[config.mk]
export PLATFORM = sky130hd
export DESIGN_NAME = seq_chunk_adder
export DESIGN_NICKNAME = d
export VERILOG_FILES = /design/src/rtl/seq_chunk_adder.sv
export SDC_FILE = /design/constraint.sdc
export NUM_CORES = 1
export LEC_CHECK = 0
export ABC_CLOCK_PERIOD_IN_PS = 3100
export BUFFER_PORTS_ARGS = -buffer_cell sky130_fd_sc_hd__buf_4
export CORE_ASPECT_RATIO = 1.5
export CORE_UTILIZATION = 57
export CTS_BUF_LIST = sky130_fd_sc_hd__clkbuf_4 sky130_fd_sc_hd__clkbuf_8
export DETAILED_ROUTE_END_ITERATION = 8
export PLACE_DENSITY = 0.81
export SLEW_MARGIN = 25
export SYNTH_ARGS = -nofsm -noshare
export SYNTH_HDL_FRONTEND = slang
export SYNTH_SLANG_ARGS = --single-unit
[constraint.sdc]
create_clock -name clk -period 3.1 [get_ports clk]
set_input_delay 0.155 -clock clk [delete_from_list [all_inputs] [get_ports clk]]
set_output_delay 0.155 -clock clk [all_outputs]
set_load 0.02 [all_outputs]
[src/rtl/seq_chunk_adder.sv]
// Multi-cycle WIDTH-bit adder computing a + b + cin CHUNK bits per clock, LSB chunk first.
// Latency: done pulses NCH = WIDTH/CHUNK cycles after the accepted start edge.
// Backpressure: start is ignored while busy; the result is held until the next completion.
// Optional build macro SEQ_ADDER_SUB_EN adds a 'sub' input selecting a - b.
module seq_chunk_adder #(
    parameter int WIDTH = 16,
    parameter int CHUNK = 4
) (
    input  logic             clk,
    input  logic             rst_n,
    input  logic             start,
    input  logic [WIDTH-1:0] a,
    input  logic [WIDTH-1:0] b,
`ifdef SEQ_ADDER_SUB_EN
    input  logic             sub,
`endif
    input  logic             cin,
    output logic             busy,
    output logic             done,
    output logic [WIDTH-1:0] sum,
    output logic             cout,
    output logic             ovf
);

    localparam int NCH = WIDTH / CHUNK;
    localparam int IW  = (NCH > 1) ? $clog2(NCH) : 1;

    typedef enum logic {IDLE, RUN} state_t;

    state_t           state;
    state_t           state_nxt;
    logic [IW-1:0]    idx;
    logic             carry;
    logic [WIDTH-1:0] opa;
    logic [WIDTH-1:0] opb;
    logic [WIDTH-1:0] acc;
    logic [WIDTH-1:0] acc_nxt;
    logic [CHUNK-1:0] ach;
    logic [CHUNK-1:0] bch;
    logic [CHUNK:0]   csum;
    logic             accept;
    logic             last;
    logic             msb_cin;

    // State register; reset aborts any operation in flight.
    always_ff @(posedge clk or negedge rst_n) begin
        if (!rst_n) begin
            state <= IDLE;
        end else begin
            state <= state_nxt;
        end
    end

    // Next-state decode, start acceptance and busy flag.
    always_comb begin
        state_nxt = state;
        accept    = 1'b0;
        busy      = 1'b0;
        case (state)
            IDLE: begin
                if (start) begin
                    accept    = 1'b1;
                    state_nxt = RUN;
                end
            end
            RUN: begin
                busy = 1'b1;
                if (last) begin
                    state_nxt = IDLE;
                end
            end
            default: state_nxt = IDLE;
        endcase
    end

    // One chunk of ripple addition; the only combinational carry chain is CHUNK bits long.
    always_comb begin
        last    = (idx == IW'(NCH - 1));
        ach     = opa[idx*CHUNK +: CHUNK];
        bch     = opb[idx*CHUNK +: CHUNK];
        csum    = {1'b0, ach} + {1'b0, bch} + {{CHUNK{1'b0}}, carry};
        acc_nxt = acc;
        acc_nxt[idx*CHUNK +: CHUNK] = csum[CHUNK-1:0];
        // Carry into the MSB recovered from the MSB sum bit and its two operand bits.
        msb_cin = opa[WIDTH-1] ^ opb[WIDTH-1] ^ acc_nxt[WIDTH-1];
    end

    // Operand latch, chunk index, inter-chunk carry and partial-sum accumulator.
    always_ff @(posedge clk or negedge rst_n) begin
        if (!rst_n) begin
            opa   <= '0;
            opb   <= '0;
            acc   <= '0;
            idx   <= '0;
            carry <= 1'b0;
        end else if (accept) begin
            opa <= a;
            idx <= '0;
`ifdef SEQ_ADDER_SUB_EN
            // Subtraction is a + ~b + 1; the +1 rides in on the initial carry.
            opb   <= sub ? ~b : b;
            carry <= sub ? 1'b1 : cin;
`else
            opb   <= b;
            carry <= cin;
`endif
        end else if (state == RUN) begin
            acc   <= acc_nxt;
            carry <= csum[CHUNK];
            idx   <= idx + 1'b1;
        end
    end

    // Visible result and done pulse; outputs only move on completion.
    always_ff @(posedge clk or negedge rst_n) begin
        if (!rst_n) begin
            sum  <= '0;
            cout <= 1'b0;
            ovf  <= 1'b0;
            done <= 1'b0;
        end else begin
            done <= 1'b0;
            if (state == RUN && last) begin
                sum  <= acc_nxt;
                cout <= csum[CHUNK];
                ovf  <= msb_cin ^ csum[CHUNK];
                done <= 1'b1;
            end
        end
    end

endmodule

# --- After elaboration in Yosys (flattened, before gate mapping) ---
# Cells that the tools add are included.
word_totals:
  regBits: 71
classes:
  addsub: 4
  n_reduce_logical: 3
  n_shift: 4
  muxes: 11
  n_bitwise: 5
  eq_ne: 1
ops:
  columns: ["operator", "count"]
  rows:
  - ["$neg A4 Y34", 1]
  - ["$shift A4 B34 Y16 const A", 1]
  - ["$shiftx A4 B34 Y16", 1]
  - ["$shiftx A16 B5 Y4", 2]
  - ["$bwmux W16", 1]
  - ["$mux W1", 7]
  - ["$add A4 B4 Y5", 1]
  - ["$add A5 B1 Y5", 1]
  - ["$mux W2", 2]
  - ["$xor A1 B1 Y1", 3]
  - ["$add A2 B1 Y2 const B", 1]
  - ["$eq A2 B2 Y1 const B", 1]
  - ["$not A1 Y1", 2]
  - ["$pmux W1 S2", 1]
  - ["$reduce_and A2 Y1", 1]
  - ["$reduce_bool A2 Y1", 1]
  - ["$logic_and A1 B1 Y1", 1]

# --- Longest topological paths before layout ---
depth:
  depth_word: 7
  depth_mapped: 10

# --- Worst setup path before layout ---
# Ideal clock, no wire load.
synth_path:
  kind: "register -> register"
  from: "register idx[0]"
  to: "register ovf"
  required_time_ps: 3008
  setup_time_ps: 92
  n_path_buf: 1
  stages_incl_launch_ff: 11
  arrival_time_ps: 2570
  slack_ps: 439
  period_less_slack_ps: 2661
  cell_sequence: "dfrtp_1 -> buf_4 -> mux4_2 -> fa_1 -> inv_1 -> fa_1 -> nand2b_1 -> o2bb2ai_2 -> xnor2_1 -> and3_1 -> o31ai_2"
synth_via:
  elab_chain_cells: 7
synth_lines:
  columns: ["element", "line_no", "rtl"]
  rows:
  - ["start, declared", "32", "logic [IW-1:0] idx;"]
  - ["start signal, assigned", "110", "idx <= idx + 1'b1;"]
  - ["$shiftx A16 B5 Y4 (on tied branches)", "79, 80", null]
  - ["$add A4 B4 Y5", "81", "csum = {1'b0, ach} + {1'b0, bch} + {{CHUNK{1'b0}}, carry};"]
  - ["$add A5 B1 Y5", "81", null]
  - ["$shiftx A4 B34 Y16", "83", "acc_nxt[idx*CHUNK +: CHUNK] = csum[CHUNK-1:0];"]
  - ["$bwmux W16", "83", null]
  - ["$xor A1 B1 Y1", "85", "msb_cin = opa[WIDTH-1] ^ opb[WIDTH-1] ^ acc_nxt[WIDTH-1];"]
  - ["$xor A1 B1 Y1", "126", "ovf <= msb_cin ^ csum[CHUNK];"]
  - ["end signal, assigned", "126", null]
  - ["end, declared", "22", "output logic ovf"]
# Several ways; a longest one is shown, not always the timed one.
# A chain may end at the register's enable or synchronous reset.

# --- Final worst setup path ---
# Ends and elaborated chain as after synthesis.

==> reports/metrics.cfg <==
[yosys]
ys_dominant_reg_cell = dfrtp_1
yosysTopAreaCell = dfrtp_1
yosys_warnings = 0
synth-edff-count = 0
synth.distinct_cells = 32
ys_ff_latch = 67
seq_area_frac_synth = 0.5429
syn_nets = 292
synth.most_common_cell = dfrtp_1
synthCells = 246
synth_top_area_share = 0.5429
ys_async_sr_fraction = 1.000
synth.area.top_cells = dfrtp_1, mux2_2, mux4_2, nand2_1, o21ai_0
avgSynthCellArea_um2 = 12.55
netlist_area_um2 = 3088
ys_top_cells_by_count = dfrtp_1, nand2_1, mux2_2, o21ai_0, a22oi_1

[place]
dpl.hpwl_um = 4481
post_dp_cell_area_um2 = 3557
numPortBuffers = 55
place.gp.congestion = 0.8213

[sta]
setup_viol = 0
tightest_slew_ps = 821.1
min_period_over_period = 0.8650
slew_viol_final = 0
maxSlewHeadroom = 0.4526
fmax_ghz = 0.3729
clock_skew_ps = 8.895
setup_tns_ps = 0
min_period_ps = 2681
rsz0062_at_grt = false
hold_viol = 0

[setup_path]
start_kind = register
critPathLaunch = idx[0]
worstSetupPathType = reg -> reg
endpoint_kind = register
r2r.worst_path.cells = 9
rrSetupSlack_ps = 420
reg2reg_from = idx[0]
arrival_ps = 2940
path_max_fanout = 6
required_ps = 3360
reg2reg_to = ovf

[finish]
register_area_um2 = 1677
fillers = 369
fin_area_um2 = 3780
antennaDiodeCount = 0
syn_to_final_growth_pct = 22.41
multiInputGateArea_um2 = 1304
layout-drive-gt1-share = 0.4000
final_nets = 351

[floorplanning]
core.rowCount = 32
io_pins = 56
dieHeight_um = 92.15
die_w_um = 62.10
start_util = 0.5979
coreArea_um2 = 5165
dieArea_um2 = 5722

[routing]
wl_met1_um = 2400
drc = 0
routedWlPerCell_um = 16.32
drt_iter0_drc = 98
met2_length_um = 3341
wl_met3_um = 250
totalWireLength_um = 6169
dr.pass1.iters = 5
routed.top_layer = met4
vias = 2097
ant_nets = 0
avgViaCountPerCell = 5.548

[cts]
path_clk_slew_ps = 70
cts_sinks = 67
clk-insertion-delay-late_ps = 350
cts_buffer_depth = 2
cts_buffers = 9
clockRootBuffer = clkbuf_8
ctsHtreeMaxLevel = 3
cts_tree = yes

[worst_hold_path]
hold_path.startpoint = a[7]
hold_depth = 2
hold_class = in -> reg
hold_end = opa[7]

[power_and_ir_drop]
power.total_mw = 4.788
power.leakage_nw = 1.729
ir_drop_mv = 0.7673
power-per-cell-area_nw_per_um2 = 1267

[global_route]
grt_pass1_wl_um = 9936
antenna_found_initial = 0
grt_max_degree = 68
grt_pass1_vias = 2132
grt-ovfl-total = 0
grt_usage = 0.2468

[job]
drv_cap = 0

[status]
outcome = completed

==> placed cells by master (no fill, tap or decap), types with 8 or more instances in the layout <==
cell type	Yosys	final
inv_1	11	11
mux2_2	33	33
a22oi_1	12	12
nand2_1	37	37
dfrtp_1	67	67
buf_4	4	60
mux4_2	8	8
o21ai_0	25	25
clkbuf_8	0	12
ha_1	8	8
==> flip-flops by register name, summed over array words and instances, names as in the netlist <==
signal  flops
idx         2
carry       1
acc        12
sum        16
ovf         1
cout        1
state       1
done        1
opa        16
opb        16
==> worst max-delay path: stages (launching register included) <==
cell	delay (ps)
dfrtp_1	510
mux4_2	560
fa_1	430
inv_1	80
fa_1	230
nand2b_1	150
o2bb2ai_2	150
xnor2_1	120
and3_1	200
o31ai_2	160
==> worst max-delay path by stage <==
stage               endpoint  slack, ps  depth (start not counted)
global placement         ovf        520                          9
finish                   ovf        420                          9
detailed placement       ovf        430                          9
floorplan                ovf        440                         10
global route             ovf        250                          9
CTS                      ovf        400                          9
==> power breakdown <==
group / switching, mW / internal (mW)
Combinational: 1.40 / 1.10
Clock: 0.321 / 0.434
Sequential: 0.281 / 1.26
==> area by class of cell <==
cell class / count / share of cell area
flip-flops and latches: 67 / 0.4436
multi-input cells: 155 / 0.3449
repair buffers: 61 / 0.1218
clock buffers: 12 / 0.04369
well taps: 68 / 0.02251
clock inverters: 4 / 0.01258
inverters: 11 / 0.01092
==> metal layers <==
metal | global-route usage | vias to the layer above
li1 | - | 990
met1 | 0.2894 | 1030
met2 | 0.3945 | 61
met3 | 0.06911 | 16
met4 | 0.1315 | 0
met5 | 0 | -
==> what timing repair did <==
action	in CTS	in global routing
hold endpoints to repair	67	0
gates resized for setup	0	0
hold buffers	1	0
setup buffers	0	0
==> per-stage QoR <==
stage	utilization	hold slack, ps	setup slack [ps]	instances
floorplan	-	-140.6	438.6	246
CTS	0.7318	22.83	404.6	378
detailed placement	0.6887	294.6	431.6	361
global placement	0.6887	301.8	523.4	361
finish	0.7318	38.54	418.7	378
global route	0.7318	27.83	247.9	378
==> cell families (layout without fill, tap and decap cells) <==
kind of cell	after synthesis	after routing	synth area share
AND/OR/NAND/NOR	48	48	0.07334
XOR/XNOR	6	6	0.01702
multiplexers	41	41	0.1787
flip-flops	67	67	0.5430
adder cells (fa/ha/maj)	10	10	0.04538
AO/OA/AOI/OAI	50	50	0.1070
buffers and inverters	24	88	0.03566
Power figures use the tool's default switching activity.
